<file path="config.mk">
export PLATFORM = sky130hd
export DESIGN_NAME = time_set_controller
export DESIGN_NICKNAME = d
export VERILOG_FILES = /design/src/rtl/clock_ctrl_pkg.sv /design/src/rtl/btn_debounce.sv /design/src/rtl/time_set_controller.sv
export SDC_FILE = /design/constraint.sdc
export NUM_CORES = 1
export LEC_CHECK = 0
export ABC_CLOCK_PERIOD_IN_PS = 5800
export BUFFER_PORTS_ARGS = -buffer_cell sky130_fd_sc_hd__buf_2
export CORE_MARGIN = 4
export CORE_UTILIZATION = 55
export CTS_BUF_LIST = sky130_fd_sc_hd__clkbuf_8 sky130_fd_sc_hd__clkbuf_16
export DETAILED_ROUTE_END_ITERATION = 7
export PLACE_DENSITY = 0.74
export SLEW_MARGIN = 25
export SYNTH_ARGS = -nofsm -noshare
export SYNTH_HDL_FRONTEND = slang
export SYNTH_SLANG_ARGS = --single-unit
</file>
<file path="constraint.sdc">
create_clock -name clk -period 5.8 [get_ports clk]
set_input_delay 1.16 -clock clk [delete_from_list [all_inputs] [get_ports clk]]
set_output_delay 1.16 -clock clk [all_outputs]
set_load 0.01 [all_outputs]
</file>
<file path="src/rtl/clock_ctrl_pkg.sv">
// Shared types for the clock time-set controller: FSM states, field_sel encoding,
// and small decode helpers used by the top level.
package clock_ctrl_pkg;

    typedef enum logic [1:0] {
        StRun   = 2'd0,
        StSetHh = 2'd1,
        StSetMm = 2'd2,
        StSetSs = 2'd3
    } state_e;

    localparam logic [1:0] FIELD_NONE = 2'd0;
    localparam logic [1:0] FIELD_HH   = 2'd1;
    localparam logic [1:0] FIELD_MM   = 2'd2;
    localparam logic [1:0] FIELD_SS   = 2'd3;

    // Order of fields walked by the select button; SS wraps back to RUN.
    function automatic state_e next_set_state(state_e st);
        case (st)
            StSetHh: return StSetMm;
            StSetMm: return StSetSs;
            default: return StRun;
        endcase
    endfunction

    function automatic logic [1:0] field_of(state_e st);
        case (st)
            StSetHh: return FIELD_HH;
            StSetMm: return FIELD_MM;
            StSetSs: return FIELD_SS;
            default: return FIELD_NONE;
        endcase
    endfunction

    function automatic logic [5:0] blink_pattern(state_e st, logic ph);
        case (st)
            StSetHh: return {ph, ph, 4'b0000};
            StSetMm: return {2'b00, ph, ph, 2'b00};
            StSetSs: return {4'b0000, ph, ph};
            default: return 6'b000000;
        endcase
    endfunction

endpackage

</file>
<file path="src/rtl/btn_debounce.sv">
// Two-flop synchronizer plus optional stable-count filter for one raw button.
// Filter present only when DEBOUNCE_EN is defined; otherwise the synchronizer output is used.
module btn_debounce #(
    parameter int unsigned DEBOUNCE_CYC = 500000
) (
    input  logic clk,
    input  logic reset,
    input  logic btn_raw,
    output logic level,
    output logic released
);

    logic       sync1_q, sync2_q;
    logic [1:0] settle_q;

    if (DEBOUNCE_CYC < 1) begin : g_param_check
        $error("btn_debounce: DEBOUNCE_CYC must be at least 1");
    end

    always_ff @(posedge clk) begin
        if (reset) begin
            sync1_q  <= 1'b0;
            sync2_q  <= 1'b0;
            settle_q <= 2'b00;
        end else begin
            sync1_q  <= btn_raw;
            sync2_q  <= sync1_q;
            settle_q <= {settle_q[0], 1'b1};
        end
    end

`ifdef DEBOUNCE_EN
    localparam int unsigned CntW = $clog2(DEBOUNCE_CYC + 1);

    logic [CntW-1:0] cnt_q;
    logic            level_q;

    // Level follows the synchronized input only after DEBOUNCE_CYC consecutive differing cycles.
    always_ff @(posedge clk) begin
        if (reset) begin
            cnt_q   <= '0;
            level_q <= 1'b0;
        end else if (sync2_q == level_q) begin
            cnt_q <= '0;
        end else if (cnt_q == CntW'(DEBOUNCE_CYC - 1)) begin
            cnt_q   <= '0;
            level_q <= sync2_q;
        end else begin
            cnt_q <= cnt_q + 1'b1;
        end
    end

    assign level = level_q;
`else
    assign level = sync2_q;
`endif

    // True once the synchronizer holds real samples and the button is seen up.
    assign released = settle_q[1] & ~sync2_q & ~level;

endmodule

</file>
<file path="src/rtl/time_set_controller.sv">
// Two-button time-set controller: press classification, RUN/SET FSM, idle timeout and blink.
// Define DEBOUNCE_EN to insert the stable-count filter in each button path.
module time_set_controller
    import clock_ctrl_pkg::*;
#(
    parameter int unsigned CLK_HZ         = 50000000,
    parameter int unsigned DEBOUNCE_CYC   = 500000,
    parameter int unsigned LONG_PRESS_CYC = 25000000,
    parameter int unsigned BLINK_HALF_CYC = 12500000,
    parameter int unsigned SET_TIMEOUT_S  = 30
) (
    input  logic       clk,
    input  logic       reset,
    input  logic       button1,
    input  logic       button2,
    input  logic       tick_1hz,
    output logic       cnt_tick,
    output logic       inc_pulse,
    output logic       dec_pulse,
    output logic [1:0] field_sel,
    output logic [5:0] blink_mask,
    output logic       set_mode
);

    localparam int unsigned HoldW  = $clog2(LONG_PRESS_CYC + 1);
    localparam int unsigned BlinkW = $clog2(BLINK_HALF_CYC + 1);
    localparam int unsigned TmoW   = $clog2(SET_TIMEOUT_S + 1);

    if (CLK_HZ == 0 || LONG_PRESS_CYC < 2 || BLINK_HALF_CYC < 1 || SET_TIMEOUT_S < 1)
    begin : g_param_check
        $error("time_set_controller: parameter out of range");
    end

    logic [1:0]       lvl, released;
    logic [HoldW-1:0] hold_q [2];
    logic [HoldW-1:0] hold_d [2];
    logic [1:0]       armed_q, armed_d;
    logic             void_q, void_d;
    logic             chord;
    logic [1:0]       long_evt, short_evt;
    logic             any_evt, in_set, timeout;

    state_e            state_q, state_d;
    logic [TmoW-1:0]   idle_cnt_q, idle_cnt_d;
    logic [BlinkW-1:0] blink_cnt_q, blink_cnt_d;
    logic              ph_q, ph_d;
    logic              cnt_tick_d, inc_d, dec_d;

    btn_debounce #(.DEBOUNCE_CYC(DEBOUNCE_CYC)) u_db_b1 (
        .clk      (clk),
        .reset    (reset),
        .btn_raw  (button1),
        .level    (lvl[0]),
        .released (released[0])
    );

    btn_debounce #(.DEBOUNCE_CYC(DEBOUNCE_CYC)) u_db_b2 (
        .clk      (clk),
        .reset    (reset),
        .btn_raw  (button2),
        .level    (lvl[1]),
        .released (released[1])
    );

    // A press only counts once the button has been seen up since reset (discards held presses).
    always_comb begin
        chord = lvl[0] & lvl[1];
        for (int i = 0; i < 2; i++) begin
            if (!lvl[i]) begin
                hold_d[i] = '0;
            end else if (hold_q[i] == HoldW'(LONG_PRESS_CYC)) begin
                hold_d[i] = hold_q[i];
            end else begin
                hold_d[i] = hold_q[i] + 1'b1;
            end
            long_evt[i]  = armed_q[i] & ~void_q & ~chord & lvl[i] &
                           (hold_q[i] == HoldW'(LONG_PRESS_CYC - 1));
            short_evt[i] = armed_q[i] & ~void_q & ~lvl[i] & (hold_q[i] != '0) &
                           (hold_q[i] != HoldW'(LONG_PRESS_CYC));
            armed_d[i]   = armed_q[i] | released[i];
        end
        void_d  = chord | (void_q & (lvl[0] | lvl[1]));
        any_evt = |{long_evt, short_evt};
    end

    always_comb begin
        in_set  = (state_q != StRun);
        timeout = in_set & tick_1hz & ~any_evt & (idle_cnt_q == TmoW'(SET_TIMEOUT_S - 1));
        if (!in_set || any_evt || timeout) begin
            idle_cnt_d = '0;
        end else if (tick_1hz) begin
            idle_cnt_d = idle_cnt_q + 1'b1;
        end else begin
            idle_cnt_d = idle_cnt_q;
        end
    end

    always_ff @(posedge clk) begin
        if (reset) begin
            state_q <= StRun;
        end else begin
            state_q <= state_d;
        end
    end

    always_comb begin
        state_d = state_q;
        case (state_q)
            StRun: begin
                if (long_evt[0]) state_d = StSetHh;
            end
            default: begin
                if (long_evt[0]) begin
                    state_d = next_set_state(state_q);
                end else if (long_evt[1] || timeout) begin
                    state_d = StRun;
                end
            end
        endcase
    end

    always_comb begin
        set_mode   = in_set;
        field_sel  = field_of(state_q);
        blink_mask = blink_pattern(state_q, ph_q);
        cnt_tick_d = tick_1hz & ~in_set;
        inc_d      = in_set & short_evt[0];
        dec_d      = in_set & short_evt[1] & ~short_evt[0];
    end

    // Phase restarts visible on every SET entry and every edit pulse.
    always_comb begin
        if (!in_set || inc_d || dec_d || (state_d != StRun && state_d != state_q)) begin
            blink_cnt_d = '0;
            ph_d        = 1'b0;
        end else if (blink_cnt_q == BlinkW'(BLINK_HALF_CYC - 1)) begin
            blink_cnt_d = '0;
            ph_d        = ~ph_q;
        end else begin
            blink_cnt_d = blink_cnt_q + 1'b1;
            ph_d        = ph_q;
        end
    end

    always_ff @(posedge clk) begin
        if (reset) begin
            for (int i = 0; i < 2; i++) hold_q[i] <= '0;
            armed_q     <= 2'b00;
            void_q      <= 1'b0;
            idle_cnt_q  <= '0;
            blink_cnt_q <= '0;
            ph_q        <= 1'b0;
            cnt_tick    <= 1'b0;
            inc_pulse   <= 1'b0;
            dec_pulse   <= 1'b0;
        end else begin
            for (int i = 0; i < 2; i++) hold_q[i] <= hold_d[i];
            armed_q     <= armed_d;
            void_q      <= void_d;
            idle_cnt_q  <= idle_cnt_d;
            blink_cnt_q <= blink_cnt_d;
            ph_q        <= ph_d;
            cnt_tick    <= cnt_tick_d;
            inc_pulse   <= inc_d;
            dec_pulse   <= dec_d;
        end
    end

endmodule

</file>
==> results of run 1 <==
through the flow:
| step | worst slack [ns] | cell area [um2] | util, % |
|---|---|---|---|
| after CTS | 2.81 | 4720 | 60.7 |
| final | 2.81 | 4720 | 60.8 |
| after global routing | 2.66 | 4720 | 60.8 |
| after detailed placement | 3.23 | 4540 | 58.4 |
| after floorplan | 3.24 | 4420 | - |
| after global placement | 3.24 | 4540 | 58.4 |
flip-flops by register name (all words and copies together), names as in the netlist, 2 cells and up:
register	flops
idle_cnt_q	5
hold_q	50
state_q	2
armed_q	2
blink_cnt_q	24
cell usage in the layout, fill, tap and decap left out, drive strengths merged, types with 5 or more instances in the layout:
master | Yosys | final
nand4 | 19 | 19
ha | 11 | 11
nor2b | 8 | 8
nor2 | 90 | 90
and4 | 8 | 8
nand3 | 36 | 36
clkbuf | 11 | 9
buf | 5 | 16
nand2 | 37 | 37
o21ai | 5 | 5
xor2 | 47 | 47
inv | 18 | 21
nor3 | 25 | 25
a21oi | 9 | 9
dfxtp | 94 | 94
xnor2 | 25 | 25
nor4 | 18 | 18
and3 | 16 | 16
worst max-delay path by stage:
stage / slack (ns) / cells past startpoint / end
floorplan: 3.24 / 6 / blink_mask[1]
global placement: 3.24 / 5 / blink_mask[0]
detailed placement: 3.23 / 5 / blink_mask[1]
CTS: 2.81 / 5 / blink_mask[1]
global route: 2.66 / 5 / blink_mask[0]
finish: 2.81 / 5 / blink_mask[1]
area by class of cell:
cell class	count	area, um2
Clock buffer	9	124
Clock inverter	7	55.1
Fill cell	693	3040
Inverter	18	67.6
Multi-Input combinational cell	383	2390
Sequential cell	94	1880
Tap cell	102	128
Timing Repair Buffer	16	80.1
metal layers:
metal	vias up	track usage (%)	routed length [um]
met2	48	30.8	4000
met3	13	3.95	232
met5	-	0	0
li1	1764	-	-
met1	1600	23.8	4010
met4	0	5.54	127
power by group through the flow:
| stage | sequential (mW) | clock (mW) | combinational, mW |
|---|---|---|---|
| after floorplan | 0.669 | 0 | 0.0244 |
| after global placement | 0.670 | 0 | 0.0312 |
| after detailed placement | 0.670 | 0 | 0.0323 |
| after CTS | 0.655 | 0.409 | 0.0323 |
| after global routing | 0.656 | 0.436 | 0.0366 |
| final | 0.655 | 0.401 | 0.0321 |
cells by family (layout without fill, tap and decap cells):
| group | Yosys count | in the layout |
|---|---|---|
| AO/OA/AOI/OAI | 20 | 20 |
| adder cells (fa/ha/maj) | 11 | 11 |
| XOR/XNOR | 72 | 72 |
| multiplexers | 2 | 2 |
| buffers and inverters | 34 | 50 |
| AND/OR/NAND/NOR | 278 | 278 |
| flip-flops | 94 | 94 |
==> results.py, run 1 <==
metrics = {
    "logic_synthesis": {
        "synth_edf_count": 0,
        "syn-num-nets": 527,
        "synth_commonest_cells": "dfxtp_1 (94), nor2_1 (80), xor2_1 (47)",
        "synth.area.top_cells": "dfxtp_1 (43%), xor2_1 (9.3%), nor2_1 (6.8%)",
        "synth_fa_ha_area_share_pct": 3.12,
        "synthFlopType": "dfxtp_1",
        "synthSimpleGateAreaFrac_pct": 32.7,
        "netlist.area_leader.share_pct": 42.6,
        "postSynthCellCount": 511,
        "ys_seq_elements": 94,
        "synth_xor_area_share_pct": 14.3,
        "synth_compound_area_share_pct": 3.29,
        "synth.distinct_cells": 45,
        "synth_top_family_by_area": "simple AND/OR/NAND/NOR gates",
        "synth_mux_area_share_pct": 0.510,
        "avgSynthCellArea_um2": 8.65,
        "yosys.area.top_type": "dfxtp_1",
        "ys_seq_area_share_pct": 42.6,
        "yosysMostFrequentCell": "dfxtp_1",
        "netlist_area_um2": 4420,
        "synthArstFlopShare_pct": 0,
        "ys_warn_count": 0,
    },
    "sta": {
        "drv_slew": 0,
        "finalHoldViolations": 0,
        "whs_ns": 0.450,
        "fin_crit_ns": 2.99,
        "rsz0062_at_grt": "no",
        "setup_viol": 0,
        "setup_tns_ns": 0,
        "finalClockSkew_ns": 0.0139,
        "final.period_utilization_pct": 51.6,
        "slew_headroom_pct": 44.4,
        "max_slew.worst_pin.slew_ns": 0.832,
        "fmax_mhz": 334,
    },
    "detailed_routing": {
        "antenna_left": 0,
        "vias": 3425,
        "drc": 0,
        "drtIter0Drc": 119,
        "wl_per_cell_um": 13.3,
        "wirelength_um": 8370,
        "drt_pass1_iterations": 6,
        "drt-vias-per-instance": 5.45,
    },
    "clock_network": {
        "cts_resized": 0,
        "clockBufferDepth": 2,
        "cts_root_buf": "clkbuf_8",
        "cts_setup_buffers": 0,
        "clock-sinks": 94,
        "tritoncts": "done",
        "clk_latency_ns": 0.37,
        "cts-buffers-inserted": 9,
        "htreeDepth": 3,
        "cts.clk_slew.worst_paths_ns": 0.10,
        "hold_buffers": 0,
    },
    "die": {
        "die-area_um2": 9530,
        "die_x_um": 97.6,
        "num_rows": 32,
        "pin_count": 17,
        "initial_core_util_pct": 56.9,
        "coreArea_um2": 7770,
        "die_height_um": 97.6,
    },
    "power_and_ir_drop": {
        "total_power_mw": 1.09,
        "power_density_nw_per_um2": 230,
        "leakagePower_nw": 1.57,
        "peakVddDrop_mv": 0.0975,
        "power_frac_seq_pct": 60.2,
        "clockPowerShare_pct": 36.9,
        "swShare_pct": 24.5,
        "p_sw_mw": 0.266,
        "power_frac_comb_pct": 2.9,
        "p_int_mw": 0.822,
    },
    "critical_path": {
        "cp_slowest_cell": "ha_1",
        "reg2reg_to": "idle_cnt_q[1]$_SDFFE_PP0P_",
        "worstPathArrival_ns": 1.83,
        "worstSetupStartpointType": "register",
        "r2r_setup_slack_ns": 3.24,
        "critPathLaunch": "state_q[0]$_SDFF_PP0_",
        "cpPeakStageDelay_ns": 0.40,
        "crit_path_end_kind": "output pin",
        "crit_chain": "inv_1 > ha_1 > inv_1 > and3_1 > buf_2",
        "crit_type": "register to output pin",
        "ff2ff_path_depth": 6,
        "crit_family": "buffers and inverters",
        "crit_top_cell": "inv_1",
        "crit_path_max_fanout": 9,
        "cp_num_buf_inv": 3,
        "r2r-start": "hold_q[0][33]$_SDFFE_PP0N_",
        "required_ns": 4.64,
    },
    "min_path": {
        "hold_class": "register to register",
        "hold_depth": 1,
        "min_to": "u_db_b2.level$_SDFF_PP0_",
        "worstHoldStart": "u_db_b2.sync1_q$_SDFF_PP0_",
    },
    "cells_and_area": {
        "layout-drive-gt1-share_pct": 10.6,
        "syn_to_final_growth_pct": 6.91,
        "final_nets": 538,
        "final_cell_count_no_fill": 629,
        "num_antenna_cells": 0,
    },
    "job": {
        "drv_cap": 0,
    },
    "run_status": {
        "status": "complete, no violations",
    },
    "grt": {
        "overflow": 0,
        "antenna_found_initial": 0,
        "grt_pass1_wl_um": 14700,
        "track_usage_pct": 18.4,
        "grt_pass1_vias": 3254,
        "grt_max_degree": 26,
    },
    "placed_design": {
        "place_congestion": 0.844,
        "dp_hpwl_um": 6040,
        "place.port_buffers": 16,
        "dp.cells": 613,
    },
}
No activity file was read; power rests on OpenSTA's default activity.
==> run 2, diff against run 1 <==
- ABC_CLOCK_PERIOD_IN_PS: 5800 -> 2900
- clock period: 5.8 -> 2.9 ns (I/O delays scaled with it)
==> run 2 against run 1 <==
Against the previous run:
- clock power grew to 2.6 times the previous value
- power is 120% higher
- design area is 2.0% higher
- sequential share of layout area is 0.77 points lower
==> results.py, run 2 (synthesized netlist as in run 1, its figures left out) <==
metrics = {
    "sta": {
        "final.period_utilization_pct": 90.1,
        "setup_tns_ns": 0,
        "finalClockSkew_ns": 0.00888,
        "fin_crit_ns": 2.61,
        "fmax_mhz": 383,
        "slew_headroom_pct": 44.9,
        "rsz0062_at_grt": "no",
        "finalHoldViolations": 0,
        "max_slew.worst_pin.slew_ns": 0.824,
        "setup_viol": 0,
        "drv_slew": 0,
        "setup_slack_ns": 0.286,
    },
    "critical_path": {
        "crit_path_end_kind": "register",
        "worstSetupStartpointType": "register",
        "r2r-start": "hold_q[0][33]$_SDFFE_PP0N_",
        "required_ns": 3.18,
        "worstPathArrival_ns": 2.89,
        "critPathLaunch": "hold_q[0][33]$_SDFFE_PP0N_",
        "cp_slowest_cell": "or4b_1",
        "cpPeakStageDelay_ns": 0.64,
        "crit_chain": "or4_1 > or3_1 > or4b_1 > nand2_1 > nand2_2 > nor3_1",
        "crit_type": "register to register",
        "crit_path_max_fanout": 10,
    },
    "die": {
        "initial_core_util_pct": 56.9,
        "die_x_um": 97.6,
        "die-area_um2": 9530,
        "pin_count": 17,
        "coreArea_um2": 7770,
        "die_height_um": 97.6,
        "num_rows": 32,
    },
    "grt": {
        "track_usage_pct": 18.0,
        "grt_pass1_vias": 3236,
        "antenna_found_initial": 0,
        "grt_max_degree": 26,
        "grt_pass1_wl_um": 14500,
        "overflow": 0,
    },
    "clock_network": {
        "cts-buffers-inserted": 9,
        "htreeDepth": 3,
        "cts.clk_slew.worst_paths_ns": 0.09,
        "cts_root_buf": "clkbuf_8",
        "hold_buffers": 0,
        "clockBufferDepth": 2,
        "cts_resized": 0,
        "clk_latency_ns": 0.36,
        "cts_setup_buffers": 0,
        "tritoncts": "done",
        "clock-sinks": 94,
    },
    "cells_and_area": {
        "num_antenna_cells": 0,
        "layout_common_cells": "dfxtp_1 (94), nor2_1 (80), xor2_1 (47)",
        "largestRegisters": "hold_q: 50 flops, blink_cnt_q: 24 flops, idle_cnt_q: 5 flops",
        "n_fill_cell": 671,
        "syn_to_final_growth_pct": 9.01,
        "largest_reg_flops": 50,
        "design_area_um2": 4820,
        "final_common_cell": "dfxtp_1",
        "top_register": "hold_q",
        "final_nets": 541,
        "layout-drive-gt1-share_pct": 10.9,
    },
    "detailed_routing": {
        "wl_per_cell_um": 13.2,
        "drtIter0Drc": 134,
        "drt-vias-per-instance": 5.41,
        "vias": 3419,
        "drt_pass1_iterations": 4,
        "wirelength_um": 8340,
        "drc": 0,
        "antenna_left": 0,
    },
    "power_and_ir_drop": {
        "power_density_nw_per_um2": 506,
        "peakVddDrop_mv": 0.209,
        "leakagePower_nw": 1.62,
    },
    "job": {
        "drv_cap": 0,
    },
    "min_path": {
        "hold_class": "input port to register",
        "worstHoldStart": "button1",
    },
    "placed_design": {
        "place_congestion": 0.785,
        "post_dp_cell_area_um2": 4560,
        "place.port_buffers": 16,
        "dp_hpwl_um": 5990,
        "dpl_worst_slack_ns": 0.320,
    },
    "run_status": {
        "status": "complete, no violations",
    },
}
## run 2: cell types whose count changed in the layout (fill, tap and decap cells not counted)
cell	previous run	this run
nor3_2	1	0
clkbuf_8	9	10
buf_4	0	3
nor3_1	24	25
bufinv_16	0	3
clkinv_2	1	0
inv_6	3	1
clkinv_4	1	2
clkinvlp_4	2	0
## run 2: worst paths after layout
check	slack, ns	depth (start not counted)	endpoint
max	0.29	6	blink_cnt_q[8]$_SDFF_PP0_
min	0.42	2	u_db_b1.sync1_q$_SDFF_PP0_
max reg2reg	0.29	6	blink_cnt_q[8]$_SDFF_PP0_
min reg2reg	0.45	1	u_db_b1.settle_q[1]$_SDFF_PP0_
## run 2: power by group
group,leakage [nW],total (mW),switching (mW),internal [mW]
clock,0.127,1.06,0.461,0.602
combinational,0.738,0.0638,0.0412,0.0226
sequential,0.759,1.31,0.0100,1.30
## run 2: critical path, delay by kind of cell (launching register included)
kind | cells | cell delay (ns)
AND/OR/NAND/NOR | 6 | 2.18
flip-flops | 1 | 0.35
## run 2: metrics by stage
stage / power [mW] / cells / util, % / hold WS, ns
2_1_floorplan: 1.39 / 511 / - / 0.414
3_3_place_gp: 1.40 / 616 / 58.7 / 0.423
3_5_place_dp: 1.40 / 616 / 58.7 / 0.422
4_1_cts: 2.45 / 632 / 62.0 / 0.411
5_1_grt: 2.51 / 632 / 62.0 / 0.424
6_report: 2.44 / 632 / 62.0 / 0.418
## run 2: routing by layer
layer  wire length (um)  vias up  GRT usage, %
li1                   -     1767             -
met3                231       15          3.45
met2               3870       39          29.6
met1               4060     1598          23.5
met4                177        0          6.60
met5                  0        -             0
## run 2: layout make-up
type	instances	area, um2	share of cell area [%]
Inverter	18	67.6	1.40
Timing Repair Buffer	19	103	2.13
Clock inverter	6	116	2.42
Clock buffer	10	138	2.86
Multi-Input combinational cell	383	2380	49.5
Tap cell	102	128	2.65
Sequential cell	94	1880	39.1
